`config.mk`:
```
export PLATFORM = sky130hd
export DESIGN_NAME = uart_tx_word_arbiter
export DESIGN_NICKNAME = d
export VERILOG_FILES = /design/src/rtl/uart_tx_word_arbiter.sv
export SDC_FILE = /design/constraint.sdc
export NUM_CORES = 1
export LEC_CHECK = 0
export ABC_AREA = 1
export CAP_MARGIN = 10
export CORE_MARGIN = 10
export CORE_UTILIZATION = 36
export CTS_BUF_LIST = sky130_fd_sc_hd__clkbuf_8
export CTS_CLUSTER_DIAMETER = 150
export DETAILED_ROUTE_END_ITERATION = 16
export PLACE_DENSITY_LB_ADDON = 0.2
export SLEW_MARGIN = 10
export SYNTH_ARGS = -nofsm -noshare
export SYNTH_HDL_FRONTEND = slang
export SYNTH_SLANG_ARGS = --single-unit
export TNS_END_PERCENT = 100
```
`constraint.sdc`:
```
create_clock -name clk -period 1.87 [get_ports clk]
set_input_delay 0.374 -clock clk [delete_from_list [all_inputs] [get_ports clk]]
set_output_delay 0.374 -clock clk [all_outputs]
set_load 0.05 [all_outputs]
```
`src/rtl/uart_tx_word_arbiter.sv`:
```
// Round-robin arbiter that shares one UART byte transmitter between N_REQ
// requesters. The winning word is latched and sent LSB byte first using the
// transmitter's ready/done handshake; a completion strobe goes back to the owner.
module uart_tx_word_arbiter #(
  parameter int N_REQ      = 2,
  parameter int WORD_BYTES = 4,
  parameter int DATA_BITS  = 8
) (
  input  logic                                clk,
  input  logic                                reset,
  input  logic [N_REQ-1:0]                    i_req,
  input  logic [N_REQ*WORD_BYTES*DATA_BITS-1:0] i_word,
  output logic [N_REQ-1:0]                    o_grant,
  output logic [N_REQ-1:0]                    o_done,
  output logic                                o_busy,
  output logic                                o_tx_ready,
  output logic [DATA_BITS-1:0]                o_tx_data,
  input  logic                                i_tx_done
);

  localparam int WW = WORD_BYTES * DATA_BITS;
  localparam int IW = (N_REQ > 1) ? $clog2(N_REQ) : 1;
  localparam int CW = (WORD_BYTES > 1) ? $clog2(WORD_BYTES) : 1;
  localparam logic [N_REQ-1:0] ONE = 1;

  typedef enum logic [1:0] {
    S_IDLE,
    S_SEND,
    S_WAIT,
    S_DONE
  } state_t;

  state_t           r_state, w_state;
  logic [N_REQ-1:0] r_grant, w_grant;
  logic [N_REQ-1:0] r_done, w_done;
  logic             r_busy, w_busy;
  logic             r_tx_ready, w_tx_ready;
  logic [WW-1:0]    r_shift, w_shift;
  logic [CW-1:0]    r_cnt, w_cnt;
  logic [IW-1:0]    r_ptr, w_ptr;
  logic [IW-1:0]    r_idx, w_idx;

  logic             w_found;
  logic [IW-1:0]    w_sel;

  // Round-robin search: first requesting index at or above the pointer, wrapping.
  always_comb begin
    int unsigned j;
    j       = 0;
    w_found = 1'b0;
    w_sel   = '0;
    for (int unsigned k = 0; k < N_REQ; k++) begin
      j = int'(r_ptr) + k;
      if (j >= N_REQ) j = j - N_REQ;
      if (!w_found && i_req[IW'(j)]) begin
        w_found = 1'b1;
        w_sel   = IW'(j);
      end
    end
  end

  // Next-state and next-output logic; every output is registered from these.
  always_comb begin
    w_state    = r_state;
    w_grant    = r_grant;
    w_done     = '0;
    w_busy     = r_busy;
    w_tx_ready = 1'b0;
    w_shift    = r_shift;
    w_cnt      = r_cnt;
    w_ptr      = r_ptr;
    w_idx      = r_idx;
    case (r_state)
      S_IDLE: begin
        if (w_found) begin
          w_shift    = i_word[w_sel*WW +: WW];
          w_grant    = ONE << w_sel;
          w_idx      = w_sel;
          w_busy     = 1'b1;
          w_cnt      = '0;
          w_tx_ready = 1'b1;
          w_state    = S_SEND;
        end
      end
      S_SEND: begin
        // Low done means the transmitter has taken the byte (or was already busy).
        if (!i_tx_done) begin
          w_state = S_WAIT;
        end else begin
          w_tx_ready = 1'b1;
        end
      end
      S_WAIT: begin
        if (i_tx_done) begin
          if (r_cnt == CW'(WORD_BYTES - 1)) begin
            w_done  = r_grant;
            w_state = S_DONE;
          end else begin
            w_shift    = r_shift >> DATA_BITS;
            w_cnt      = r_cnt + 1'b1;
            w_tx_ready = 1'b1;
            w_state    = S_SEND;
          end
        end
      end
      S_DONE: begin
        w_ptr   = (r_idx == IW'(N_REQ - 1)) ? '0 : r_idx + 1'b1;
        w_grant = '0;
        w_busy  = 1'b0;
        w_state = S_IDLE;
      end
      default: w_state = S_IDLE;
    endcase
  end

  // State and output registers with asynchronous reset.
  always_ff @(posedge clk or posedge reset) begin
    if (reset) begin
      r_state    <= S_IDLE;
      r_grant    <= '0;
      r_done     <= '0;
      r_busy     <= 1'b0;
      r_tx_ready <= 1'b0;
      r_shift    <= '0;
      r_cnt      <= '0;
      r_ptr      <= '0;
      r_idx      <= '0;
    end else begin
      r_state    <= w_state;
      r_grant    <= w_grant;
      r_done     <= w_done;
      r_busy     <= w_busy;
      r_tx_ready <= w_tx_ready;
      r_shift    <= w_shift;
      r_cnt      <= w_cnt;
      r_ptr      <= w_ptr;
      r_idx      <= w_idx;
    end
  end

  assign o_grant    = r_grant;
  assign o_done     = r_done;
  assign o_busy     = r_busy;
  assign o_tx_ready = r_tx_ready;
  assign o_tx_data  = r_shift[DATA_BITS-1:0];

endmodule

```
### Yosys cells after proc, flatten, opt, wreduce, memory -nomap -nowiden

Index checks and enable logic that the tools add are counted.

* $lt $le $gt $ge: 4
* eq/ne operators: 8
* reductions and logical operators: 9
* shift operators: 2
* mux-type cells: 36
* $add $sub $neg: 5

Operators by type and width (count)
* 2-to-1 mux 32 bit: 3
* one-hot mux 32 bit (2 select lines): 1
* indexed part select 64 x 7 -> 32 bit: 1
* 2-to-1 mux 2 bit: 11
* 2-to-1 mux 1 bit: 16
* != test 2 bit (second input constant): 4
* one-hot mux 2 bit (2 select lines): 2
* one-hot mux 2 bit (4 select lines): 1
* == test 2 bit (second input constant): 3
* < comparator 1 x 2 -> 1 bit (second input constant): 2
* AND reduction 2 bit: 2
* AND reduction 4 bit: 1
* nonzero test 2 bit: 2
* one-hot mux 1 bit (3 select lines): 1
* AND reduction 3 bit: 1
* adder 1 x 1 -> 2 bit (second input constant): 1
* adder 2 x 1 -> 2 bit (second input constant): 1
* == test 2 x 1 -> 1 bit (second input constant): 1
* >= comparator 1 x 2 -> 1 bit (second input constant): 1
* >= comparator 2 bit (second input constant): 1
* logical NOT 2 bit: 1
* one-hot mux 1 bit (2 select lines): 1
* left shift 1 x 1 -> 2 bit (first input constant): 1
* subtractor 1 bit (second input constant): 2
* 3 further kinds: 3

* word-level logic and storage cells: 73
* output and inout port bits: 14
* input port bits: 69
* register bits: 44

### Depth between registers and ports, before layout

* depth after elaboration: 11
* depth in mapped cells: 9
* gate-level depth less buffers: 7

### Least setup slack after synthesis

No wires, ideal clock.

* kind: register to register
* from: register r_cnt[0]
* to: register r_cnt[1]
* clock period less this slack: 1.390 ns
* cell stages (with the launch flop): 9
* path buffers: 1
* setup slack: 0.480 ns
* arrival: 1.273 ns
* required time: 1.753 ns
* setup time: 0.117 ns
* path through: dfrtp_1 -> ha_1 -> inv_1 -> o21ai_0 -> nor2_4 -> inv_2 -> buf_6 -> nand2_1 -> nand2_1

* word-level cells in the longest chain between the ends: 4
* elaborated cells between the ends (all ways): 7
* those cells by class: add/sub (1); eq/ne (2); mux (3); reduce/logical (1)

RTL lines
* start: declaration: RTL line 39 `logic [CW-1:0] r_cnt, w_cnt;`
* start signal: assignment: RTL line 135 `r_cnt <= w_cnt;`
* adder 2 x 1 -> 2 bit: RTL line 100 `w_cnt = r_cnt + 1'b1;`
* 2-to-1 mux 2 bit: RTL line 95 `if (r_cnt == CW'(WORD_BYTES - 1)) begin`
* 2-to-1 mux 2 bit: RTL line 94 `if (i_tx_done) begin`
* one-hot mux 2 bit (2 select lines): RTL line 73 `case (r_state)`

Several ways; a longest one is shown, not always the timed one. The select of a mux whose other input is x is not followed.
A chain may end at the register's enable or synchronous reset.

### Final worst setup path

* from: register r_cnt[0]
* to: register r_shift[27]

* word-level cells in the longest chain between the ends: 3

RTL lines
* == test 2 bit: RTL line 95
* != test 2 bit (no source line)
* AND reduction 4 bit (no source line)
* end signal: assignment: RTL line 134 `r_shift <= w_shift;`
* end: declaration: RTL line 38 `logic [WW-1:0] r_shift, w_shift;`

Every way passes these cells.

==> impl_metrics.ini <==
[sta]
achievable-frequency_ghz = 0.621
finClkSkew_ns = 0.00687
finalMaxSlewViolations = 0
slew_headroom = 0.739
fin_crit_sh = 0.861
fin_hold_ws_ns = 0.387
hold_viol = 0
rsz0062_at_grt = false
fin_ws_ns = 0.260
setup_viol = 0
fin_crit_ns = 1.61
tightest_slew_ns = 0.391

[placement]
gp_congestion = 0.769
post-place-ws_ns = -0.0589
placed_cells = 500
place_hpwl_um = 5120
numPortBuffers = 82

[power_and_ir_drop]
switching_share = 0.455
leakagePower_nw = 1.71
comb_power_share = 0.540
switchingPower_mw = 2.15
seq_power_share = 0.345
p_clk_frac = 0.115
intPower_mw = 2.57
peakVddDrop_uv = 404
power.density_nw_per_um2 = 1370
power_mw = 4.72

[global_routing]
antenna_found_initial = 0
grt_pass1_wl_um = 12000
grt.overflow.total = 0
groute.usage.overall = 0.133
grt_max_degree = 45
grt_pass1_vias = 2428

[routing]
drt_wl_total_um = 7060
firstDrtPassIters = 4
initialDrtViolationCount = 128
routedWlPerCell_um = 13.9
route.detailed.drc = 0
ant_nets = 0
num_vias = 2370
via_per_inst = 4.67

[layout]
final_common_cell = nand2_1
diodes = 0
nets = 481
final_layout_size_suffix_gt1_frac = 0.158
finalNonFillerCells = 507
filler_cell_count = 707
syn2layout_area_growth_pct = 36.5
final_cell_mix = nand2_1, nand3_1, clkdlybuf4s50_1

[hold_path]
hold_path.class = in -> async

[cts]
htreeDepth = 2
cts_buffers = 5
cts_resized = 0
cts.sinks = 44
path_clk_slew_ns = 0.08
cts_buffer_depth = 2
cts_tree = yes
clock_tree.root_cell = clkbuf_8
ctsHoldBuffers = 0
cts_setup_buffers = 0
clk_latency_ns = 0.28

[worst_setup_path]
required_ns = 2.10
worstPathArrival_ns = 1.84
path_cells = ha_1 -> inv_1 -> o21ai_0 -> nor2_4 -> buf_4 -> nand3_1 -> nand2_1
slowest_stage = dfrtp_1
cp_top_family = flip-flops
worstSetupStartpointType = register
critPathMaxFanout = 26
end_kind = register
crit_type = reg -> reg
max_stage_delay_ns = 0.40
critPathBufInv = 2

[floorplan]
num_rows = 30
start_util = 0.371
ios = 83
core_um2 = 6790
die_w_um = 104
die_area_um2 = 10700
die_h_um = 104

[run]
max_cap_viol_count = 0

[yosys]
synth_cell_type_count = 22
synth_area_um2 = 2520
synthCells = 342
syn_area_per_cell_um2 = 7.36
synth-seq-cells = 44
ys_warn_count = 0
synth.net_count = 412
yosysSeqAreaShare = 0.437

[status]
status = completed
[kinds of logic (layout without fill, tap and decap cells)]
kind of cell | after synthesis | count (layout) | share of synthesized area
simple gates | 233 | 233 | 0.430
buf+inv | 51 | 120 | 0.101
flops | 44 | 44 | 0.437
compound gates | 13 | 13 | 0.0268
fa+ha+maj | 1 | 1 | 0.00497
[synth_stat cells (all sizes together)]
master / n / area, um^2
inv: 22 / 82.6
buf: 20 / 138
dfrtp: 44 / 1100
clkbuf: 9 / 35.0
nand2: 104 / 395
ha: 1 / 12.5
a21oi: 8 / 40.0
or2: 32 / 200
nand3: 88 / 440
o31ai: 1 / 7.51
nor2: 7 / 36.3
nor3: 2 / 10.0
o21ai: 4 / 20.0
[cell type report]
type                            count  area, um^2  area share
Tap cell                           96         120      0.0349
Inverter                           22        85.1      0.0248
Multi-Input combinational cell    247        1160       0.338
Timing Repair Buffer               91         891       0.259
Clock buffer                        5        68.8      0.0200
Clock inverter                      2        8.76     0.00255
Sequential cell                    44        1100       0.320
[registers in the layout, summed over array words and instances (netlist names)]
register / count
r_state: 2
r_shift: 32
o_grant: 2
o_done: 2
r_idx: 1
r_ptr: 1
o_busy: 1
o_tx_ready: 1
r_cnt: 2
[power by group through the flow]
| stage | Sequential, mW | Clock, mW | Combinational [mW] |
|---|---|---|---|
| 2_1_floorplan | 1.72 | 0 | 1.88 |
| 3_3_place_gp | 1.64 | 0 | 2.53 |
| 3_5_place_dp | 1.64 | 0 | 2.58 |
| 4_1_cts | 1.63 | 0.565 | 2.59 |
| 5_1_grt | 1.69 | 0.610 | 2.88 |
| 6_report | 1.63 | 0.542 | 2.55 |
[worst paths after layout]
check | from | end | slack (ns) | cells after the start
worst min-delay path | reset | o_grant[0] | 0.39 | 2
worst max-delay path | r_cnt[0] | r_shift[27] | 0.26 | 7
max in group asynchronous | reset | r_shift[12] | 1.00 | 3
min in group clk | r_idx | r_ptr | 0.47 | 1
worst min register to register | r_idx | r_ptr | 0.47 | 1
worst max register to register | r_cnt[0] | r_shift[27] | 0.26 | 7
[metrics by stage]
step | setup TNS, ns | area [um^2] | utilization
floorplan | 0 | 2520 | -
global route | 0 | 3440 | 0.506
CTS | 0 | 3430 | 0.506
finish | 0 | 3440 | 0.506
detailed placement | -1.05 | 3360 | 0.494
global placement | -0.0161 | 3360 | 0.494
[per-layer routing]
layer / global-route usage / vias to the layer above / wire (um)
met1: 0.169 / 1089 / 3370
li1: - / 1223 / -
met4: 0.0272 / 0 / 55
met2: 0.220 / 54 / 3350
met3: 0.0384 / 4 / 294
met5: 0 / - / 0
(Power assumes the default switching activity.)
